`src/rtl/fir_seq_pkg.sv`:
```
// rtl/fir_seq_pkg.sv - shared state encoding, default widths and width legality check for the FIR tap sequencer
package fir_seq_pkg;

    typedef enum logic [1:0] {
        ST_IDLE  = 2'd0,
        ST_MAC   = 2'd1,
        ST_DRAIN = 2'd2,
        ST_OUT   = 2'd3
    } fir_state_e;

    localparam int DEF_DATA_W = 16;
    localparam int DEF_COEF_W = 16;
    localparam int DEF_TAPS   = 8;
    localparam int DEF_ACC_W  = 40;

    // The accumulator must hold TAPS full-width products without wrapping.
    function automatic bit acc_w_ok(input int acc_w, input int data_w,
                                    input int coef_w, input int taps);
        return acc_w >= data_w + coef_w + $clog2(taps);
    endfunction

endpackage

```
`src/rtl/booth_mac_unit.sv`:
```
// rtl/booth_mac_unit.sv - signed radix-4 Booth multiplier feeding a product register and accumulator
module booth_mac_unit #(
    parameter int DATA_W = 16,
    parameter int COEF_W = 16,
    parameter int ACC_W  = 40
) (
    input  logic                     clk,
    input  logic                     rst_n,
    input  logic                     clear_i,
    input  logic                     mul_en_i,
    input  logic                     acc_clr_i,
    input  logic                     acc_en_i,
    input  logic signed [DATA_W-1:0] a_i,
    input  logic signed [COEF_W-1:0] b_i,
    output logic signed [ACC_W-1:0]  acc_o
);

    localparam int BW = COEF_W + (COEF_W % 2);
    localparam int PW = DATA_W + COEF_W;

    logic signed [PW-1:0] a_sx;
    logic signed [BW-1:0] b_sx;
    logic        [BW:0]   b_ext;
    logic        [2:0]    grp;
    logic signed [PW-1:0] pp;
    logic signed [PW-1:0] prod;

    logic signed [ACC_W-1:0] p_q;
    logic                    pv_q;
    logic signed [ACC_W-1:0] acc_q;

    assign a_sx = PW'(a_i);
    assign b_sx = BW'(b_i);

    // Partial sums wrap modulo 2^PW; the final signed product always fits.
    always_comb begin
        b_ext = {b_sx, 1'b0};
        prod  = '0;
        grp   = '0;
        pp    = '0;
        for (int i = 0; i < BW / 2; i++) begin
            grp = b_ext[2*i +: 3];
            case (grp)
                3'b001, 3'b010: pp = a_sx;
                3'b011:         pp = a_sx <<< 1;
                3'b100:         pp = -(a_sx <<< 1);
                3'b101, 3'b110: pp = -a_sx;
                default:        pp = '0;
            endcase
            prod = prod + (pp <<< (2 * i));
        end
    end

    always_ff @(posedge clk or negedge rst_n) begin
        if (!rst_n) begin
            p_q   <= '0;
            pv_q  <= 1'b0;
            acc_q <= '0;
        end else if (clear_i) begin
            p_q   <= '0;
            pv_q  <= 1'b0;
            acc_q <= '0;
        end else begin
            if (mul_en_i) begin
                p_q <= ACC_W'(prod);
            end
            pv_q <= mul_en_i;
            if (acc_clr_i) begin
                acc_q <= '0;
            end else if (acc_en_i && pv_q) begin
                acc_q <= acc_q + p_q;
            end
        end
    end

    assign acc_o = acc_q;

endmodule

```
`src/rtl/booth_fir_tap_sequencer.sv`:
```
// rtl/booth_fir_tap_sequencer.sv - time-multiplexed FIR controller sharing one Booth MAC across all taps
module booth_fir_tap_sequencer
    import fir_seq_pkg::*;
#(
    parameter int DATA_W = DEF_DATA_W,
    parameter int COEF_W = DEF_COEF_W,
    parameter int TAPS   = DEF_TAPS,
    parameter int ACC_W  = DEF_ACC_W
) (
    input  logic                       clk,
    input  logic                       rst_n,
    input  logic                       clear,
    input  logic                       coef_we,
    input  logic [$clog2(TAPS)-1:0]    coef_addr,
    input  logic signed [COEF_W-1:0]   coef_wdata,
    output logic                       coef_err,
    input  logic                       s_valid,
    output logic                       s_ready,
    input  logic signed [DATA_W-1:0]   s_data,
    output logic                       m_valid,
    input  logic                       m_ready,
    output logic signed [ACC_W-1:0]    m_data,
    output logic                       busy
);

    localparam int KW = $clog2(TAPS);

    if (TAPS < 2 || TAPS > 64) begin : g_taps_check
        $error("TAPS must be within 2..64");
    end
    if (!acc_w_ok(ACC_W, DATA_W, COEF_W, TAPS)) begin : g_acc_check
        $error("ACC_W too narrow for DATA_W+COEF_W+clog2(TAPS)");
    end

    fir_state_e state_q, state_d;

    logic [KW-1:0]            k_q;
    logic signed [DATA_W-1:0] x_q [TAPS];
    logic signed [COEF_W-1:0] h_q [TAPS];
    logic                     coef_err_q;
    logic                     accept;
    logic                     last_tap;
    logic                     mul_en;
    logic                     acc_clr;
    logic                     acc_en;

    assign busy     = (state_q != ST_IDLE);
    assign accept   = s_valid && s_ready;
    assign last_tap = (k_q == KW'(TAPS - 1));
    assign coef_err = coef_err_q;

    always_ff @(posedge clk or negedge rst_n) begin
        if (!rst_n) begin
            state_q <= ST_IDLE;
        end else begin
            state_q <= state_d;
        end
    end

    always_comb begin
        state_d = state_q;
        s_ready = 1'b0;
        m_valid = 1'b0;
        mul_en  = 1'b0;
        acc_clr = 1'b0;
        acc_en  = 1'b0;
        case (state_q)
            ST_IDLE: begin
                s_ready = !clear;
                if (s_valid) begin
                    state_d = ST_MAC;
                    acc_clr = 1'b1;
                end
            end
            ST_MAC: begin
                mul_en = 1'b1;
                acc_en = 1'b1;
                if (last_tap) begin
                    state_d = ST_DRAIN;
                end
            end
            ST_DRAIN: begin
                acc_en  = 1'b1;
                state_d = ST_OUT;
            end
            ST_OUT: begin
                m_valid = 1'b1;
                if (m_ready) begin
                    state_d = ST_IDLE;
                end
            end
            default: state_d = ST_IDLE;
        endcase
        if (clear) begin
            state_d = ST_IDLE;
        end
    end

    // Coefficients survive clear; only reset zeroes them.
    always_ff @(posedge clk or negedge rst_n) begin
        if (!rst_n) begin
            k_q        <= '0;
            coef_err_q <= 1'b0;
            for (int i = 0; i < TAPS; i++) begin
                x_q[i] <= '0;
                h_q[i] <= '0;
            end
        end else begin
            coef_err_q <= coef_we && busy && !clear;
            if (clear) begin
                k_q <= '0;
                for (int i = 0; i < TAPS; i++) begin
                    x_q[i] <= '0;
                end
            end else begin
                if (accept) begin
                    x_q[0] <= s_data;
                    for (int i = 1; i < TAPS; i++) begin
                        x_q[i] <= x_q[i-1];
                    end
                    k_q <= '0;
                end else if (mul_en) begin
                    k_q <= last_tap ? '0 : k_q + 1'b1;
                end
                if (coef_we && !busy) begin
                    h_q[coef_addr] <= coef_wdata;
                end
            end
        end
    end

    booth_mac_unit #(
        .DATA_W (DATA_W),
        .COEF_W (COEF_W),
        .ACC_W  (ACC_W)
    ) u_mac (
        .clk       (clk),
        .rst_n     (rst_n),
        .clear_i   (clear),
        .mul_en_i  (mul_en),
        .acc_clr_i (acc_clr),
        .acc_en_i  (acc_en),
        .a_i       (x_q[k_q]),
        .b_i       (h_q[k_q]),
        .acc_o     (m_data)
    );

endmodule
```
`config.mk`:
```
export PLATFORM = sky130hd
export DESIGN_NAME = booth_fir_tap_sequencer
export DESIGN_NICKNAME = d
export VERILOG_FILES = /design/src/rtl/fir_seq_pkg.sv /design/src/rtl/booth_mac_unit.sv /design/src/rtl/booth_fir_tap_sequencer.sv
export SDC_FILE = /design/constraint.sdc
export NUM_CORES = 1
export LEC_CHECK = 0
export CORE_UTILIZATION = 40
export CTS_BUF_LIST = sky130_fd_sc_hd__clkbuf_8
export CTS_CLUSTER_SIZE = 12
export DETAILED_ROUTE_END_ITERATION = 10
export SYNTH_ARGS = -nofsm -noshare
export SYNTH_HDL_FRONTEND = slang
export SYNTH_HIERARCHICAL = 1
export SYNTH_SLANG_ARGS = --single-unit
```
`constraint.sdc`:
```
create_clock -name clk -period 10.4 [get_ports clk]
set_input_delay 1.04 -clock clk [delete_from_list [all_inputs] [get_ports clk]]
set_output_delay 1.04 -clock clk [all_outputs]
set_load 0.01 [all_outputs]
```
==> results of run 1 <==
[worst reg2reg max path, cell delays in order (launching register included)]
cell	delay [ns]
dfrtp_4	0.73
buf_4	0.34
mux4_2	0.52
mux2_2	0.51
nor3b_2	0.45
nand3_1	0.12
buf_4	0.20
or3_1	0.51
or3_1	0.63
xor2_1	0.59
a221oi_1	0.17
a21o_1	0.24
fa_1	0.53
inv_1	0.05
fa_1	0.48
fa_1	0.49
inv_1	0.05
fa_1	0.47
inv_1	0.04
ha_1	0.34
a21o_1	0.20
a21o_1	0.16
a211oi_1	0.34
a21oi_1	0.15
o311ai_0	0.59
a21oi_1	0.15
or3_1	0.33
a32o_1	0.24
[path summary, 6_finish.rpt]
check / start / to / slack [ns] / cells after the start
min in group clk: h_q[59] / h_q[59] / 0.50 / 1
max reg2reg: k_q[1] / u_mac/p_q[30] / 0.71 / 27
max: k_q[1] / u_mac/p_q[30] / 0.71 / 27
max in group asynchronous: rst_n / x_q[108] / 8.00 / 3
min: rst_n / u_mac/acc_o[14] / 0.29 / 1
min reg2reg: h_q[59] / h_q[59] / 0.50 / 1
[area by class of cell]
cell class / instances / area share (%)
antenna: 2 / 0.0161
clock buffer: 77 / 3.40
clock inverter: 35 / 0.844
inverter: 194 / 2.35
multi-input combinational: 2389 / 58.1
sequential: 335 / 26.9
tap: 940 / 3.78
timing repair buffer: 158 / 4.54
[metrics by stage]
stage	instances	utilization [%]	worst slack, ns	hold slack [ns]	area, um^2
2_1_floorplan	3167	-	1.77	0.470	28200
3_3_place_gp	4016	42.7	1.04	0.483	29800
3_5_place_dp	4016	42.7	0.825	0.490	29800
4_1_cts	4128	44.5	0.864	0.276	31100
5_1_grt	4129	44.6	0.186	0.296	31100
6_report	4130	44.6	0.706	0.286	31100
[logic make-up (layout without fill, tap and decap cells)]
group / Yosys count / after routing
simple gates: 895 / 895
compound gates: 867 / 867
buf+inv: 443 / 464
flops: 335 / 335
mux: 289 / 289
fa+ha+maj: 227 / 227
xor+xnor: 111 / 111
other cells: 0 / 2
[sequential cells by signal (all words and copies together), names as in the netlist]
name,cells
x_q,128
k_q,3
h_q,128
u_mac/pv_q,1
u_mac/acc_o,40
u_mac/p_q,32
coef_err,1
state_q,2
[metal layers]
layer	vias up	wire length [um]
li1	11100	-
met1	11900	38100
met2	1017	39600
met3	223	6710
met4	0	3460
met5	-	0
[cell usage in the layout (no fill, tap or decap), types with 33 or more instances in the layout]
cell / netlist / final
dfrtp_1: 335 / 332
a21o_1: 50 / 50
clkdlybuf4s50_1: 0 / 82
inv_1: 185 / 205
a21oi_1: 343 / 343
o22ai_1: 40 / 40
nor3_1: 37 / 37
nand2_1: 525 / 524
fa_1: 132 / 132
ha_1: 95 / 94
a31oi_1: 33 / 33
o21ai_0: 138 / 138
nor2_1: 182 / 182
a221oi_1: 40 / 40
clkbuf_8: 0 / 77
xnor2_1: 81 / 81
mux4_2: 65 / 65
mux2_2: 171 / 171
buf_4: 1 / 73
mux2i_1: 53 / 53
==> impl_metrics.yaml, run 1 <==
yosys:
  synth-adder-area-share_pct: 13.6
  synth_area_um2: 28200
  ys_top_cells_by_count: "nand2_1 (525), a21oi_1 (343), dfrtp_1 (335)"
  synth-simple-area-share_pct: 13.8
  syn_nets: 3435
  synth_xor_area_share_pct: 3.44
  yosysSeqAreaShare_pct: 29.7
  synth_most_common_cell: "nand2_1"
  dominantRegCellSynth: "dfrtp_1"
  synth.largest_area_cell: "dfrtp_1"
  yosys-top-cells-area: "dfrtp_1 (30%), fa_1 (9.4%), nand2_1 (7.0%), mux2_2 (6.8%), a21oi_1 (6.1%)"
  synth_cells: 3167
  synth_top_family_by_area: "compound AO/OA/AOI/OAI gates"
  synth_edf_count: 0
  async_flop_share_pct: 100
  ys_types: 91
  synthMuxAreaShare_pct: 13.9
  yosys_warnings: 6
  yosysTopAreaCellShare_pct: 29.7
  ys_ff_latch: 335
  synth-compound-area-share_pct: 19.3
  avgSynthCellArea_um2: 8.92
layout:
  n_fill_cell: 6911
  regArea_um2: 8390
  nets: 3406
  multi_input_area_um2: 18100
  areaGrowthSynthToFinish_pct: 10.3
  final_layout_size_suffix_gt1_share_pct: 14.0
clock_tree:
  htree_levels: 2
  numCtsBuffers: 60
  cts_resized: 0
  cts_buffer_depth: 3
  cts_root_buf: "clkbuf_8"
  numClockSinks: 335
  clk_pin_slew_ns: 0.06
  cts_setup_buffers: 0
  hold_buffers: 0
  cts_tree: "built"
  clkLatencyLatePin_ns: 0.68
global_route:
  busiest_layer: "met2"
  grt_usage_pct: 24.4
  met2_usage_pct: 37.6
  grt_antenna_before_repair: 1
  grt_max_degree: 166
  use_met1_pct: 34.1
  grt_use_met3_pct: 4.28
  grt_pass1_wl_mm: 137
  grt_overflow: 0
  grt_pass1_vias: 22900
route:
  dr.pass1.iters: 8
  wl_per_cell_um: 21.3
  drt_iter0_markers: 2680
  final_antenna_net_count: 0
  drc: 0
  vias: 24200
  viasPerCell: 5.86
  wirelength_mm: 87.8
critical_path:
  cp.arrival_ns: 10.24
  cpPeakStageDelay_ns: 0.73
  crit_buf_inv: 5
  crit_top_cell: "fa_1"
  end_kind: "register"
  crit_family: "adder cells"
  cp_max_fo: 26
  required_ns: 10.95
  cp-start-kind: "register"
  path_class: "reg -> reg"
  cp_slowest_cell: "dfrtp_4"
place:
  io_buffers: 84
  dp_hpwl_mm: 62.2
  gp_congestion: 1.01
timing:
  tightest_slew_ns: 1.29
  fin_crit_ns: 9.69
  maxSlewViolCount: 0
  maxSlewHeadroom_pct: 13.5
  setup_viol: 0
  hold_violations: 0
  finClkSkew_ns: 0.0558
  setup_tns_ns: 0
  post-route-period-util_pct: 93.2
  max_freq_mhz: 103
  rsz0062_at_grt: "no"
floorplanning:
  num_rows: 97
  die_y_um: 268
  die-area_um2: 71700
  core-area_um2: 69900
  die_x_um: 268
  start_util_pct: 40.4
  pin_count: 85
min_path:
  hold_path_class: "in -> async"
flow_run:
  maxCapViolCount: 0
outcome:
  outcome: "finished clean"
Power of run 1 is left out: the tool's default activity adds up to more than one toggle a clock period on the data nets, which glitch-free logic cannot reach.
==> inputs of run 2 (changes only) <==
CTS_CLUSTER_SIZE = unset   (was 12)
RECOVER_POWER = 50   (was unset)
==> impl_metrics.yaml, run 2 (same netlist as run 1, synthesis figures left out) <==
outcome:
  outcome: "finished, violations left"
  violations: "capacitance limit, slew limit"
route:
  viasPerCell: 5.87
  vias: 24200
  final_antenna_net_count: 0
  wl_per_cell_um: 21.3
  drt_iter0_markers: 2652
  wirelength_mm: 87.9
  dr.pass1.iters: 6
  drc: 0
clock_tree:
  cts_resized: 0
  numClockSinks: 335
  clkLatencyLatePin_ns: 0.68
  cts_buffer_depth: 3
  hold_buffers: 0
  cts_tree: "built"
  cts_root_buf: "clkbuf_8"
  htree_levels: 2
  clk_pin_slew_ns: 0.06
  cts_setup_buffers: 0
  numCtsBuffers: 60
global_route:
  grt_usage_pct: 24.4
  grt_overflow: 0
  grt_pass1_wl_mm: 137
  grt_max_degree: 166
  grt_antenna_before_repair: 1
  grt_pass1_vias: 22900
floorplanning:
  die_y_um: 268
  pin_count: 85
  die-area_um2: 71700
  core-area_um2: 69900
  num_rows: 97
  die_x_um: 268
  start_util_pct: 40.4
layout:
  nets: 3406
  final_layout_size_suffix_gt1_share_pct: 13.5
  finalInstanceArea_um2: 31000
  most-common-layout-cells: "nand2_1 (524), a21oi_1 (343), dfrtp_1 (332)"
  n_fill_cell: 6928
  final_common_cell: "nand2_1"
  areaGrowthSynthToFinish_pct: 9.88
min_path:
  hold_path_class: "reg -> reg"
critical_path:
  cp.arrival_ns: 10.27
  ff2ff_path_depth: 27
  end_kind: "register"
  path_class: "reg -> reg"
  cpPeakStageDelay_ns: 0.73
  timing.rr.start: "k_q[1]"
  r2r-end: "u_mac/p_q[30]"
  cp_max_fo: 25
  required_ns: 10.95
  endpoint: "u_mac/p_q[30]"
  crit_top_cell: "fa_1"
  cp-startpoint: "k_q[1]"
  cp_slowest_cell: "dfrtp_4"
  cp-start-kind: "register"
  r2r_slack_ns: 0.68
flow_run:
  maxCapViolCount: 6
timing:
  fin_crit_ns: 9.72
  setup_tns_ns: 0
  finClkSkew_ns: 0.0595
  hold_violations: 0
  rsz0062_at_grt: "no"
  setup_viol: 0
  post-route-period-util_pct: 93.5
  maxSlewViolCount: 358
  tightest_slew_ns: 4.40
  max_freq_mhz: 103
  maxSlewHeadroom_pct: -193
place:
  io_buffers: 84
  placed_area_um2: 29800
  gp_congestion: 1.01
  dp_hpwl_mm: 62.2
## run 2: cell count changes in the layout (fill, tap and decap cells not counted), moves of 2 or more
cell,change
clkbuf_1,+8
buf_4,-6
nor4_1,+2
nor4_4,-2
## run 2: metrics by stage
stage | setup WS (ns) | utilization (%) | cells | hold slack [ns]
after floorplan | 1.77 | - | 3167 | 0.470
after global placement | 1.04 | 42.7 | 4016 | 0.483
after detailed placement | 0.825 | 42.7 | 4016 | 0.490
after CTS | 0.864 | 44.5 | 4128 | 0.276
after global routing | 0.183 | 44.4 | 4129 | 0.512
final | 0.676 | 44.4 | 4129 | 0.498
## run 2: final cells by class
type	count	area (um^2)	area share, %
flip-flops and latches	335	8390	27.0
clock inverters	35	263	0.847
multi-input cells	2389	18000	58.1
repair buffers	158	1370	4.43
clock buffers	77	1060	3.41
diodes	1	2.50	0.00806
well taps	940	1180	3.79
inverters	194	731	2.35
## run 2: worst min path at each step
stage,startpoint,endpoint,slack [ns],cells after the start
5_1_grt,x_q[51],x_q[35],0.51,2
3_5_place_dp,h_q[127],h_q[127],0.49,1
4_1_cts,rst_n,u_mac/acc_o[13],0.28,1
2_1_floorplan,u_mac/p_q[30],u_mac/p_q[30],0.47,1
6_report,h_q[59],h_q[59],0.50,1
3_3_place_gp,h_q[105],h_q[105],0.48,1
## run 2: per-layer routing
layer / share of wire, % / vias up / global-route usage (%) / wire (um)
li1: - / 11100 / - / -
met1: 43 / 11900 / 34.1 / 38200
met2: 45 / 1016 / 37.6 / 39700
met3: 7.6 / 210 / 4.28 / 6670
met4: 3.9 / 0 / 9.53 / 3390
met5: 0 / - / 0 / 0
## run 2: worst max-delay path: cells and delay by family (launching register included)
family	cells	cell delay, ns
AOI/OAI and AO/OA	9	2.24
xor gates and xnor gates	1	0.60
adders and majority gates	5	2.32
buffers and inverters	5	0.66
DFF	1	0.73
muxes	2	1.02
and+or+nand+nor	5	2.02
Power of run 2 is left out for the same reason.
